File: src/rtl/l2_mem_adapter_pkg.sv
// Shared types for the L2-to-memory adapter: bus-visible status and adapter FSM encoding.
package l2_mem_adapter_pkg;

  typedef enum logic [1:0] {
    L2_FREE   = 2'd0,
    L2_BUSY   = 2'd1,
    L2_ACCESS = 2'd2,
    L2_ERROR  = 2'd3
  } l2_state_t;

  typedef logic [2:0] l2_adapter_state_t;

  localparam l2_adapter_state_t IDLE    = 3'd0;
  localparam l2_adapter_state_t WR      = 3'd1;
  localparam l2_adapter_state_t RD_REQ  = 3'd2;
  localparam l2_adapter_state_t RD_WAIT = 3'd3;
  localparam l2_adapter_state_t RD_DONE = 3'd4;
  localparam l2_adapter_state_t DRAIN   = 3'd5;
  localparam l2_adapter_state_t ERR     = 3'd6;

endpackage

File: src/rtl/l2_wbuf_fifo.sv
// Posted write buffer: synchronous FIFO with flush; head is the oldest entry.
module l2_wbuf_fifo #(
  parameter int W     = 64,
  parameter int DEPTH = 4
) (
  input  logic         CLK,
  input  logic         nRST,
  input  logic         push,
  input  logic         pop,
  input  logic         flush,
  input  logic [W-1:0] din,
  output logic         full,
  output logic         empty,
  output logic         last,
  output logic [W-1:0] head
);

  localparam int PW = $clog2(DEPTH);

  logic [W-1:0]  mem [DEPTH];
  logic [PW-1:0] wptr, rptr;
  logic [PW:0]   cnt;

  // Pointers wrap naturally; cnt is one bit wider to tell full from empty.
  always_ff @(posedge CLK or negedge nRST) begin
    if (!nRST) begin
      wptr <= '0;
      rptr <= '0;
      cnt  <= '0;
    end else if (flush) begin
      wptr <= '0;
      rptr <= '0;
      cnt  <= '0;
    end else begin
      if (push) wptr <= wptr + 1'b1;
      if (pop)  rptr <= rptr + 1'b1;
      cnt <= cnt + {{PW{1'b0}}, push} - {{PW{1'b0}}, pop};
    end
  end

  always_ff @(posedge CLK) begin
    if (push) mem[wptr] <= din;
  end

  assign full  = (cnt == (PW+1)'(DEPTH));
  assign empty = (cnt == '0);
  assign last  = (cnt == (PW+1)'(1));
  assign head  = mem[rptr];

endmodule

File: src/rtl/l2_mem_adapter.sv
// Bridges the bus controller's L2 port to a single-outstanding memory port.
// Writes are posted through a small FIFO; reads wait for the FIFO to drain.
module l2_mem_adapter
  import l2_mem_adapter_pkg::*;
#(
  parameter int ADDR_W     = 32,
  parameter int DATA_W     = 32,
  parameter int WBUF_DEPTH = 4,
  parameter int TIMEOUT    = 255
) (
  input  logic              CLK,
  input  logic              nRST,
  input  logic              l2REN,
  input  logic              l2WEN,
  input  logic [ADDR_W-1:0] l2addr,
  input  logic [DATA_W-1:0] l2store,
  output logic [DATA_W-1:0] l2load,
  output logic [1:0]        l2state,
  output logic              mem_req,
  output logic              mem_wen,
  output logic [ADDR_W-1:0] mem_addr,
  output logic [DATA_W-1:0] mem_wdata,
  input  logic              mem_ready,
  input  logic              mem_rvalid,
  input  logic [DATA_W-1:0] mem_rdata,
  input  logic              mem_err
);

  localparam int TW = ($clog2(TIMEOUT + 1) > 8) ? $clog2(TIMEOUT + 1) : 8;

  l2_adapter_state_t          fsm, fsm_nxt;
  logic [TW-1:0]              tcnt;
  logic [ADDR_W-1:0]          rd_addr;
  logic                       wr_acc, pop, flush, full, empty, last, in_rd, tmo, rd_take;
  logic [ADDR_W+DATA_W-1:0]   head;
  l2_state_t                  st;

  assign wr_acc = l2WEN && !full && (fsm != ERR);
  assign pop    = (fsm == WR) && mem_ready;
  assign flush  = pop && mem_err;
  assign in_rd  = (fsm == RD_REQ) || (fsm == RD_WAIT);
  // Fires on the TIMEOUT-th cycle spent waiting, so the error shows TIMEOUT cycles after RD_REQ entry.
  assign tmo    = in_rd && (tcnt == TW'(TIMEOUT - 1));
  assign rd_take = l2REN && mem_rvalid &&
                   ((fsm == RD_WAIT) || ((fsm == RD_REQ) && mem_ready));

  l2_wbuf_fifo #(.W(ADDR_W + DATA_W), .DEPTH(WBUF_DEPTH)) u_wbuf (
    .CLK   (CLK),
    .nRST  (nRST),
    .push  (wr_acc),
    .pop   (pop),
    .flush (flush),
    .din   ({l2addr, l2store}),
    .full  (full),
    .empty (empty),
    .last  (last),
    .head  (head)
  );

  always_comb begin
    fsm_nxt = fsm;
    case (fsm)
      IDLE:    if (!empty) fsm_nxt = WR;
               else if (l2REN && !l2WEN) fsm_nxt = RD_REQ;
      WR:      if (mem_ready) begin
                 if (mem_err) fsm_nxt = ERR;
                 else if (last && !wr_acc) fsm_nxt = IDLE;
               end
      // A dropped l2REN with data arriving in the same cycle just discards it.
      RD_REQ:  if (mem_ready && mem_rvalid) fsm_nxt = !l2REN ? IDLE : (mem_err ? ERR : RD_DONE);
               else if (mem_ready) fsm_nxt = l2REN ? RD_WAIT : DRAIN;
               else if (tmo) fsm_nxt = ERR;
      RD_WAIT: if (mem_rvalid) fsm_nxt = !l2REN ? IDLE : (mem_err ? ERR : RD_DONE);
               else if (tmo) fsm_nxt = ERR;
               else if (!l2REN) fsm_nxt = DRAIN;
      RD_DONE: fsm_nxt = IDLE;
      DRAIN:   if (mem_rvalid) fsm_nxt = IDLE;
      ERR:     if (!l2REN && !l2WEN) fsm_nxt = IDLE;
      default: fsm_nxt = IDLE;
    endcase
  end

  always_ff @(posedge CLK or negedge nRST) begin
    if (!nRST) begin
      fsm     <= IDLE;
      tcnt    <= '0;
      rd_addr <= '0;
      l2load  <= '0;
    end else begin
      fsm  <= fsm_nxt;
      tcnt <= in_rd ? tcnt + 1'b1 : '0;
      if ((fsm == IDLE) && (fsm_nxt == RD_REQ)) rd_addr <= l2addr;
      if (rd_take) l2load <= mem_rdata;
    end
  end

  assign mem_req   = (fsm == WR) || (fsm == RD_REQ);
  assign mem_wen   = (fsm == WR);
  assign mem_addr  = (fsm == WR) ? head[ADDR_W+DATA_W-1:DATA_W] : rd_addr;
  assign mem_wdata = (fsm == WR) ? head[DATA_W-1:0] : '0;

  always_comb begin
    if (fsm == ERR)
      st = L2_ERROR;
    else if (wr_acc || (fsm == RD_DONE))
      st = L2_ACCESS;
    else if (in_rd || (fsm == DRAIN) || (l2REN && !empty) || (l2WEN && full))
      st = L2_BUSY;
    else
      st = L2_FREE;
  end

  assign l2state = st;

endmodule

File: config.mk
export PLATFORM = sky130hd
export DESIGN_NAME = l2_mem_adapter
export DESIGN_NICKNAME = d
export VERILOG_FILES = /design/src/rtl/l2_mem_adapter_pkg.sv /design/src/rtl/l2_wbuf_fifo.sv /design/src/rtl/l2_mem_adapter.sv
export SDC_FILE = /design/constraint.sdc
export NUM_CORES = 1
export LEC_CHECK = 0
export ABC_AREA = 1
export ABC_CLOCK_PERIOD_IN_PS = 6500
export CORE_MARGIN = 2
export CORE_UTILIZATION = 58
export DETAILED_ROUTE_END_ITERATION = 7
export GPL_ROUTABILITY_DRIVEN = 0
export PLACE_DENSITY = 0.88
export SLEW_MARGIN = 25
export SYNTH_ARGS = -nofsm -noshare
export SYNTH_HDL_FRONTEND = slang
export SYNTH_SLANG_ARGS = --single-unit
File: constraint.sdc
create_clock -name CLK -period 6.5 [get_ports CLK]
set_clock_uncertainty 0.1 [all_clocks]
set_input_delay 0.65 -clock CLK [delete_from_list [all_inputs] [get_ports CLK]]
set_output_delay 0.65 -clock CLK [all_outputs]
set_load 0.01 [all_outputs]
==> results.md, run 1 <==
- Setup repair after global routing left no endpoint under its margin.
- The run finished with clean final reports.
- Compared with the post-synthesis result, the final layout area differs by 23.90%.
- The floorplan has 56 rows.
- In the synthesized netlist, the cells that appear most often are sky130_fd_sc_hd__edfxtp_1 (256), sky130_fd_sc_hd__nor2_1 (226), sky130_fd_sc_hd__nand2_1 (205).
- The worst hold margin is 385.9 ps.
- The first global-routing pass estimated 47260 µm of wire.
- Counting the buffers created by CTS gives 31.
- After detailed routing, the number of vias per cell comes to 5.478.
- The cell chosen for the clock root is sky130_fd_sc_hd__clkbuf_16.
- For this run, asynchronously set or reset flops after synthesis account for 0.2426.
- The layout cell share with drive strength beyond 1 is 0.05220.
- The total track usage is 0.2416.
- Summed over all nets, the half-perimeter wirelength after detailed placement is 17840 µm.
- The cell with the most instances after synthesis is sky130_fd_sc_hd__edfxtp_1.
- The largest net degree at the start of global routing is 83.
- The number of buffers inserted to repair setup after CTS is 0.
- The count of different cell masters after synthesis is 27.
- The remaining antenna violation count after routing is 0.
- After global routing the overflow that remains totals 0.
- After clock tree synthesis, the clock-pin slew on the worst setup and hold paths is 70 ps.
- Summed over all layers, the routed wires come to 30650 µm.
- Of the post-synthesis cell area, the dominant cell type holds 0.5575.
- In this run the static leakage power is 6.699 nW.
- The total count of hold-check failures in the final report is 0.
- The final number of max-transition violations is 0.
- At the pin with the least slew margin, the transition time is 997.2 ps.
- The die is 158.2 µm tall.
- Among all flip-flop cells after synthesis, the most frequent one is sky130_fd_sc_hd__edfxtp_1.
- The total power per unit cell area is 464.9 nW/µm².
- Yosys mapped a number of flops with a built-in enable equal to 256.
- The TritonCTS clock tree is built.
- The post-route cell area is 17090 µm².
- The largest area contributor in the synthesized netlist is sky130_fd_sc_hd__edfxtp_1.
- The number of warnings printed during yosys synthesis is 0.
- The DRC violation count after routing is 0.
- The total iterations of the first detailed-routing run is 5.
- For the final routed database, the setup TNS stands at 0 ps.
- The worst hold-check path type is in -> async.
- In this run the worst path has a maximum fanout of 82.
- The worst-case clock buffer depth is 3.
- In this run the tightest slew margin relative to its limit is 0.3336.
- Derived from the worst setup path, the maximum achievable clock frequency is 225.8 MHz.
- The minimum period implied by the final worst setup slack is 4429 ps.
- Across the run, the number of max-cap violations was 0.
- The destination of the worst register-to-register timing path is u_wbuf.cnt[2].
- The die covers 25020 µm².
- The core area is 23400 µm².
- The endpoint type of the worst setup path is an output pin.
- The number of ports placed on the die boundary is 203.
- For this configuration, the core starts out at a cell density of 0.5892.
- The worst register-to-register path has a depth of 10.
- A synthesized cell averages 11.05 µm².
- After detailed placement, the total cell area comes to 15990 µm².
- For this block, the via count after detailed routing is 9729.
- The startpoint kind of the worst setup timing path is a register.
- In this run the number of H-tree levels came out at 1.
- The cell area after technology mapping is 13790 µm².
- The count of fill cells added during filler insertion is 1550.
- In this run, the number of DRC markers left after iteration 0 of detailed routing was 1045.
- The horizontal die dimension is 158.2 µm.
- The required time of the worst setup path is 5750 ps.
- The clock sink count is 338.
- The average wire length per cell after detail routing is 17.26 µm.
- The clock latency at the later pin of the worst-skew pair is 540 ps.
- The cell count after synthesis came out at 1248.
- The startpoint identified for the worst register-to-register timing path is fsm[1].
- The number of global-route vias before repair is 9521.
- In the finished design, the share of the clock period the worst path needs comes to 0.6815.
- The number of nets in the synthesized netlist is 1360.
- The maximum vdd drop is 0.3581 mV.
- The kind of critical path is reg -> out.
- By area the synthesized netlist is led by sky130_fd_sc_hd__edfxtp_1 (56%), sky130_fd_sc_hd__dfrtp_1 (15%), sky130_fd_sc_hd__nor2_1 (6.2%).
- The net count of the finished layout is 1543.
- The portion of the post-synthesis area used by sequential elements is 0.7063.
- Setup violations remaining at the end of the flow were counted as 0.
- The number of antenna violations at the first check in global routing is 1.
- Data on the critical path arrives at its endpoint at 3680 ps.
- After synthesis the netlist holds a flip-flop and latch count of 338.
- Buffers placed on the I/O ports in this run total 202.
- The reg-to-reg setup timing slack is 3370 ps.
==> worst max-delay path by stage <==
stage	depth (start not counted)	end	slack, ps	start
2_1_floorplan	4	u_wbuf.mem[0][0]	2370	fsm[1]
4_1_cts	7	mem_addr[25]	2080	u_wbuf.rptr[0]
3_5_place_dp	7	mem_addr[20]	2740	u_wbuf.rptr[0]
6_report	7	mem_addr[25]	2070	u_wbuf.rptr[0]
3_3_place_gp	7	mem_addr[29]	2800	u_wbuf.rptr[0]
5_1_grt	7	mem_addr[25]	1860	u_wbuf.rptr[0]
==> kinds of logic (layout without fill, tap and decap cells) <==
group | Yosys count | in the layout | synth area share
AND/OR/NAND/NOR | 461 | 461 | 0.1311
adder cells (fa/ha/maj) | 9 | 9 | 0.008711
other | 0 | 1 | 0
buffers and inverters | 167 | 375 | 0.05190
AO/OA/AOI/OAI | 273 | 273 | 0.1020
flip-flops | 338 | 338 | 0.7063
==> state kept, by name, indices dropped and copies added (netlist names) <==
name and flops:
u_wbuf.cnt 3, u_wbuf.mem 256, fsm 3, u_wbuf.wptr 2, rd_addr 32, u_wbuf.rptr 2, tcnt 8, l2load 32
==> power by group <==
group	internal [mW]	leakage (nW)	total (mW)	switching (mW)
registers	2.89	3.40	3.13	0.238
logic	1.25	2.80	2.99	1.74
clock network	1.08	0.500	1.82	0.746
==> timing repair <==
| action | CTS | global route |
|---|---|---|
| hold buffers | 1 | 0 |
| endpoints found under the hold margin | 13 | 0 |
| gates resized for setup | 0 | 0 |
==> worst max-delay path: stages (launching register included) <==
cell and delay, ps:
sky130_fd_sc_hd__dfrtp_4 810, sky130_fd_sc_hd__clkinv_2 670, sky130_fd_sc_hd__buf_4 560, sky130_fd_sc_hd__o21ai_0 310, sky130_fd_sc_hd__o22ai_1 120, sky130_fd_sc_hd__nand2_1 80
sky130_fd_sc_hd__nand2_1 70, sky130_fd_sc_hd__clkdlybuf4s50_1 470
==> stage by stage <==
| step | setup WS [ps] | std cells | utilization | power (mW) |
|---|---|---|---|---|
| after detailed placement | 2740 | 1714 | 0.6834 | 6.122 |
| after global placement | 2798 | 1714 | 0.6834 | 6.018 |
| after CTS | 2079 | 1773 | 0.7279 | 7.975 |
| after global routing | 1858 | 1776 | 0.7301 | 8.410 |
| final | 2071 | 1776 | 0.7301 | 7.943 |
| after floorplan | 2372 | 1248 | - | 4.765 |
==> layer usage <==
metal / global-route usage / vias to the layer above / share of wire
li1: - / 4588 / -
met1: 0.3201 / 4668 / 0.41
met5: 0 / - / 0
met2: 0.4083 / 416 / 0.49
met3: 0.04380 / 57 / 0.077
met4: 0.07979 / 0 / 0.021
==> layout make-up <==
type,count,area (µm²),share of cell area
Clock inverter,11,165.2,0.009667
Multi-Input combinational cell,743,3364,0.1969
Inverter,100,376.6,0.02204
Timing Repair Buffer,217,2167,0.1268
Clock buffer,47,865.8,0.05068
Antenna cell,1,2.502,0.0001465
Sequential cell,338,9744,0.5703
Tap cell,319,399.1,0.02336
==> cells in the final DEF, fill, tap and decap left out, types with 2 or more instances in the layout <==
master,count
sky130_fd_sc_hd__edfxtp_1,256
sky130_fd_sc_hd__nor2_1,222
sky130_fd_sc_hd__nand2_1,205
sky130_fd_sc_hd__clkdlybuf4s50_1,201
sky130_fd_sc_hd__o21ai_0,147
sky130_fd_sc_hd__inv_1,96
sky130_fd_sc_hd__dfrtp_1,80
sky130_fd_sc_hd__o21ai_1,54
sky130_fd_sc_hd__a21oi_1,40
sky130_fd_sc_hd__o22ai_1,32
sky130_fd_sc_hd__clkbuf_16,31
sky130_fd_sc_hd__nand3_1,18
sky130_fd_sc_hd__clkbuf_1,13
sky130_fd_sc_hd__buf_4,13
sky130_fd_sc_hd__ha_1,8
sky130_fd_sc_hd__clkinv_2,5
sky130_fd_sc_hd__nor2_4,4
sky130_fd_sc_hd__bufinv_16,4
sky130_fd_sc_hd__clkbuf_8,3
sky130_fd_sc_hd__nand3_2,2
sky130_fd_sc_hd__inv_2,2
sky130_fd_sc_hd__nor3_1,2
sky130_fd_sc_hd__nand4_1,2
sky130_fd_sc_hd__inv_6,2
No activity file was read; power rests on OpenSTA's default activity.
==> run 2: changes to the inputs <==
Settings changed: ABC_CLOCK_PERIOD_IN_PS 6500 to 4210, CORE_UTILIZATION 58 to 54, PLACE_DENSITY 0.88 to 0.82.
Clock period 6.5 ns to 4.21 ns, I/O delays scaled along.
==> results.md, run 2 (same netlist as run 1, synthesis figures left out) <==
- The final number of max-transition violations is 0 (unchanged).
- The number of cells upsized or downsized after cts is 0 (unchanged).
- The cell count of the worst reg-to-reg path was 9 (was 10).
- Registers with the highest flip-flop counts: u_wbuf.mem (256), l2load (32), rd_addr (32) (unchanged).
- The met3 demand-to-capacity share in global routing is 0.03914 (was 0.04380).
- The endpoint type of the worst setup path was an output pin (unchanged).
- The number of global-route vias before repair is 9726 (was 9521).
- The kind of critical path is reg -> out (unchanged).
- The final design utilization is 0.6877 (was 0.7301).
- The reg-to-reg critical path startpoint is fsm[2] (was fsm[1]).
- The met2 capacity usage during global routing is 0.4053 (was 0.4083).
- The most crowded layer after global routing is met2 (unchanged).
- The total iterations of the first detailed-routing run was 5 (unchanged).
- Commonest cells after routing, fill and taps aside: sky130_fd_sc_hd__edfxtp_1 (256), sky130_fd_sc_hd__nor2_1 (222), sky130_fd_sc_hd__nand2_1 (205) (unchanged).
- The maximum vdd drop is 0.4863 mV (was 0.3581 mV).
- The number of DRC violations after detailed-routing iteration 0 is 812 (was 1045).
- The count of buffer and inverter cells on the critical path was 3 (unchanged).
- The summed negative setup slack over all endpoints is 0 ps (unchanged).
- The number of antenna violations at the first check in global routing is 2 (was 1).
- The number of maximum-capacitance constraint violations is 0 (unchanged).
- Dividing the final minimum period by the clock period gives 0.8591.
- The cell chosen for the clock root is sky130_fd_sc_hd__clkbuf_16 (unchanged).
- The horizontal die dimension is 163.8 µm (was 158.2 µm).
- The worst path needs 3617 ps of the cycle, external delays included.
- The core area is 25110 µm² (was 23400 µm²).
- The overall routed net length is 31590 µm (was 30650 µm).
- The TritonCTS clock tree was built (unchanged).
- The remaining antenna violation count after routing is 0 (unchanged).
- The leftover overflow at the end of global routing came to 0 (unchanged).
- The relative slew slack is 0.4348 (was 0.3336).
- Sequence of cells on the critical path: clkinv_2 > buf_12 > o21ai_0 > o22ai_1 > nand2_1 > nand2_1 > clkdlybuf4s50_1 (was clkinv_2 > buf_4 > o21ai_0 > o22ai_1 > nand2_1 > nand2_1 > clkdlybuf4s50_1).
- The post-route cell area is 17270 µm² (was 17090 µm²).
- The actual transition at the worst max-transition pin is 843.2 ps (was 997.2 ps).
- The vertical die dimension is 163.8 µm (was 158.2 µm).
- The maximum clock frequency is 276.5 MHz.
- The family with the most delay on the worst path was buffers and inverters (unchanged).
- The leakage power is 6.789 nW (was 6.699 nW).
- The start point of the worst min-delay path is mem_rdata[13].
- The largest net degree at the start of global routing is 105 (was 83).
- The DRC violation count after routing was 0 (unchanged).
- The endpoint arrival time on the critical path is 3100 ps (was 3680 ps).
- The total number of placement rows was 58 (was 56).
- The required time of the worst setup path is 3690 ps (was 5750 ps).
- The commonest non-fill, non-tap cell in the layout is sky130_fd_sc_hd__edfxtp_1 (unchanged).
- The total die area is 26830 µm² (was 25020 µm²).
- The total track usage came to 0.2393 (was 0.2416).
- The clock latency at the later pin of the worst-skew pair is 500 ps (was 540 ps).
- The clock sink count is 338 (unchanged).
- The half-perimeter wire length after placement is 19010 µm (was 17840 µm).
- The largest register by flop count is u_wbuf.mem (unchanged).
- The number of cells traversed by the worst hold path is 3.
- The reg-to-reg setup timing slack came to 1430 ps (was 3370 ps).
- The via count of the routed design is 9742 (was 9729).
- The total CTS buffers is 34 (was 31).
- The met1 global-route usage is 0.3138 (was 0.3201).
- The worst-case setup margin in the final layout is 593.1 ps (was 2071 ps).
- The mean number of vias per cell is 5.433 (was 5.478).
- The layout cell share with drive strength beyond 1 is 0.05818 (was 0.05220).
- Status: complete, no violations (unchanged).
- The startpoint kind of the worst setup timing path is a register (unchanged).
- The total count of hold-check failures in the final report came to 0 (unchanged).
- The average wire length per cell after detail routing was 17.62 µm (was 17.26 µm).
- The slowest library cell on the worst path is sky130_fd_sc_hd__dfrtp_4 (unchanged).
- Unrepaired setup endpoints after global routing: no (unchanged).
- The wire length of the first global-routing pass was 49670 µm (was 47260 µm).
- The destination of the worst register-to-register timing path is u_wbuf.cnt[2] (unchanged).
- The H-tree depth reported by CTS is 2 (was 1).
- The critical-path maximum fanout is 104 (was 82).
- The total placed instance area is 16100 µm² (was 15990 µm²).
- The flip-flop count of the largest register after layout came to 256 (unchanged).
- The area overhead of the layout relative to synthesis is 25.22% (was 23.90%).
- The end point of the most critical hold path is l2load[13].
- The final setup violation count came to 0 (unchanged).
- The clock transition time at the flip-flop clock pins of the worst setup and hold paths came to 60 ps (was 70 ps).
- The port buffer count is 202 (unchanged).
- The post-layout net count came to 1548 (was 1543).
- The cell seen most often among critical-path stages is sky130_fd_sc_hd__nand2_1 (unchanged).
- The placement-stage worst setup slack is 808.9 ps (was 2740 ps).
- The total power per unit cell area is 729.4 nW/µm² (was 464.9 nW/µm²).
- The starting density of the core is 0.5492 (was 0.5892).
- The worst-case clock buffer depth is 3 (unchanged).
- The number of ports placed on the die boundary came to 203 (unchanged).
- The worst hold-check path type is in -> reg (was in -> async).
- The biggest cell delay along the critical path is 630 ps (was 810 ps).
- The overall power after layout is 12.59 mW (was 7.943 mW).
[run 2: worst max-delay path by stage]
stage                        start               end  slack (ps)  depth (start not counted)
detailed placement          fsm[1]       mem_addr[6]         810                          6
global placement            fsm[1]       mem_addr[6]        1010                          6
global route        u_wbuf.rptr[0]      mem_addr[13]         390                          7
CTS                         fsm[1]       mem_addr[6]         280                          6
floorplan                   fsm[1]  u_wbuf.mem[0][0]          80                          4
finish              u_wbuf.rptr[0]      mem_addr[10]         590                          7
[run 2: final cells by class]
type	instances	area, µm²
clock inverters	18	220.2
flip-flops and latches	338	9744
clock buffers	43	935.9
multi-input cells	743	3372
well taps	330	412.9
diodes	2	5.005
fillers	1748	7843
repair buffers	219	2200
inverters	100	376.6
[run 2: layer usage]
| layer | vias up | wire (µm) | share of wire |
|---|---|---|---|
| met1 | 4674 | 12750 | 0.40 |
| met4 | 0 | 857 | 0.027 |
| met2 | 401 | 15530 | 0.49 |
| met5 | - | 0 | 0 |
| met3 | 61 | 2448 | 0.078 |
| li1 | 4606 | - | - |
[run 2: worst min-delay path, stage by stage]
cell                              delay [ps]
sky130_fd_sc_hd__clkdlybuf4s50_1         390
sky130_fd_sc_hd__inv_1                    50
sky130_fd_sc_hd__o21ai_1                  60
[run 2: report_power, final]
| group | leakage, nW | total (mW) | internal (mW) | switching [mW] |
|---|---|---|---|---|
| Combinational | 2.82 | 4.70 | 1.95 | 2.76 |
| Clock | 0.570 | 3.09 | 1.89 | 1.20 |
| Sequential | 3.40 | 4.80 | 4.45 | 0.349 |
| Total | 6.79 | 12.6 | 8.29 | 4.31 |
[run 2: what timing repair did]
item                                   in CTS  in global routing
buffers inserted                            0                  0
hold buffers                                1                  0
endpoints found under the hold margin      48                  0
[run 2: through the flow]
step                hold slack, ps  instances
global placement             366.4       1729
floorplan                    25.41       1248
detailed placement           373.5       1729
CTS                          342.3       1791
finish                       356.4       1793
global route                 367.1       1792
==> run 3: changes to the inputs <==
Settings changed: TNS_END_PERCENT set to 100.
==> results of run 3 <==
No change in the layout: final DEF, timing and power equal those of run 2.
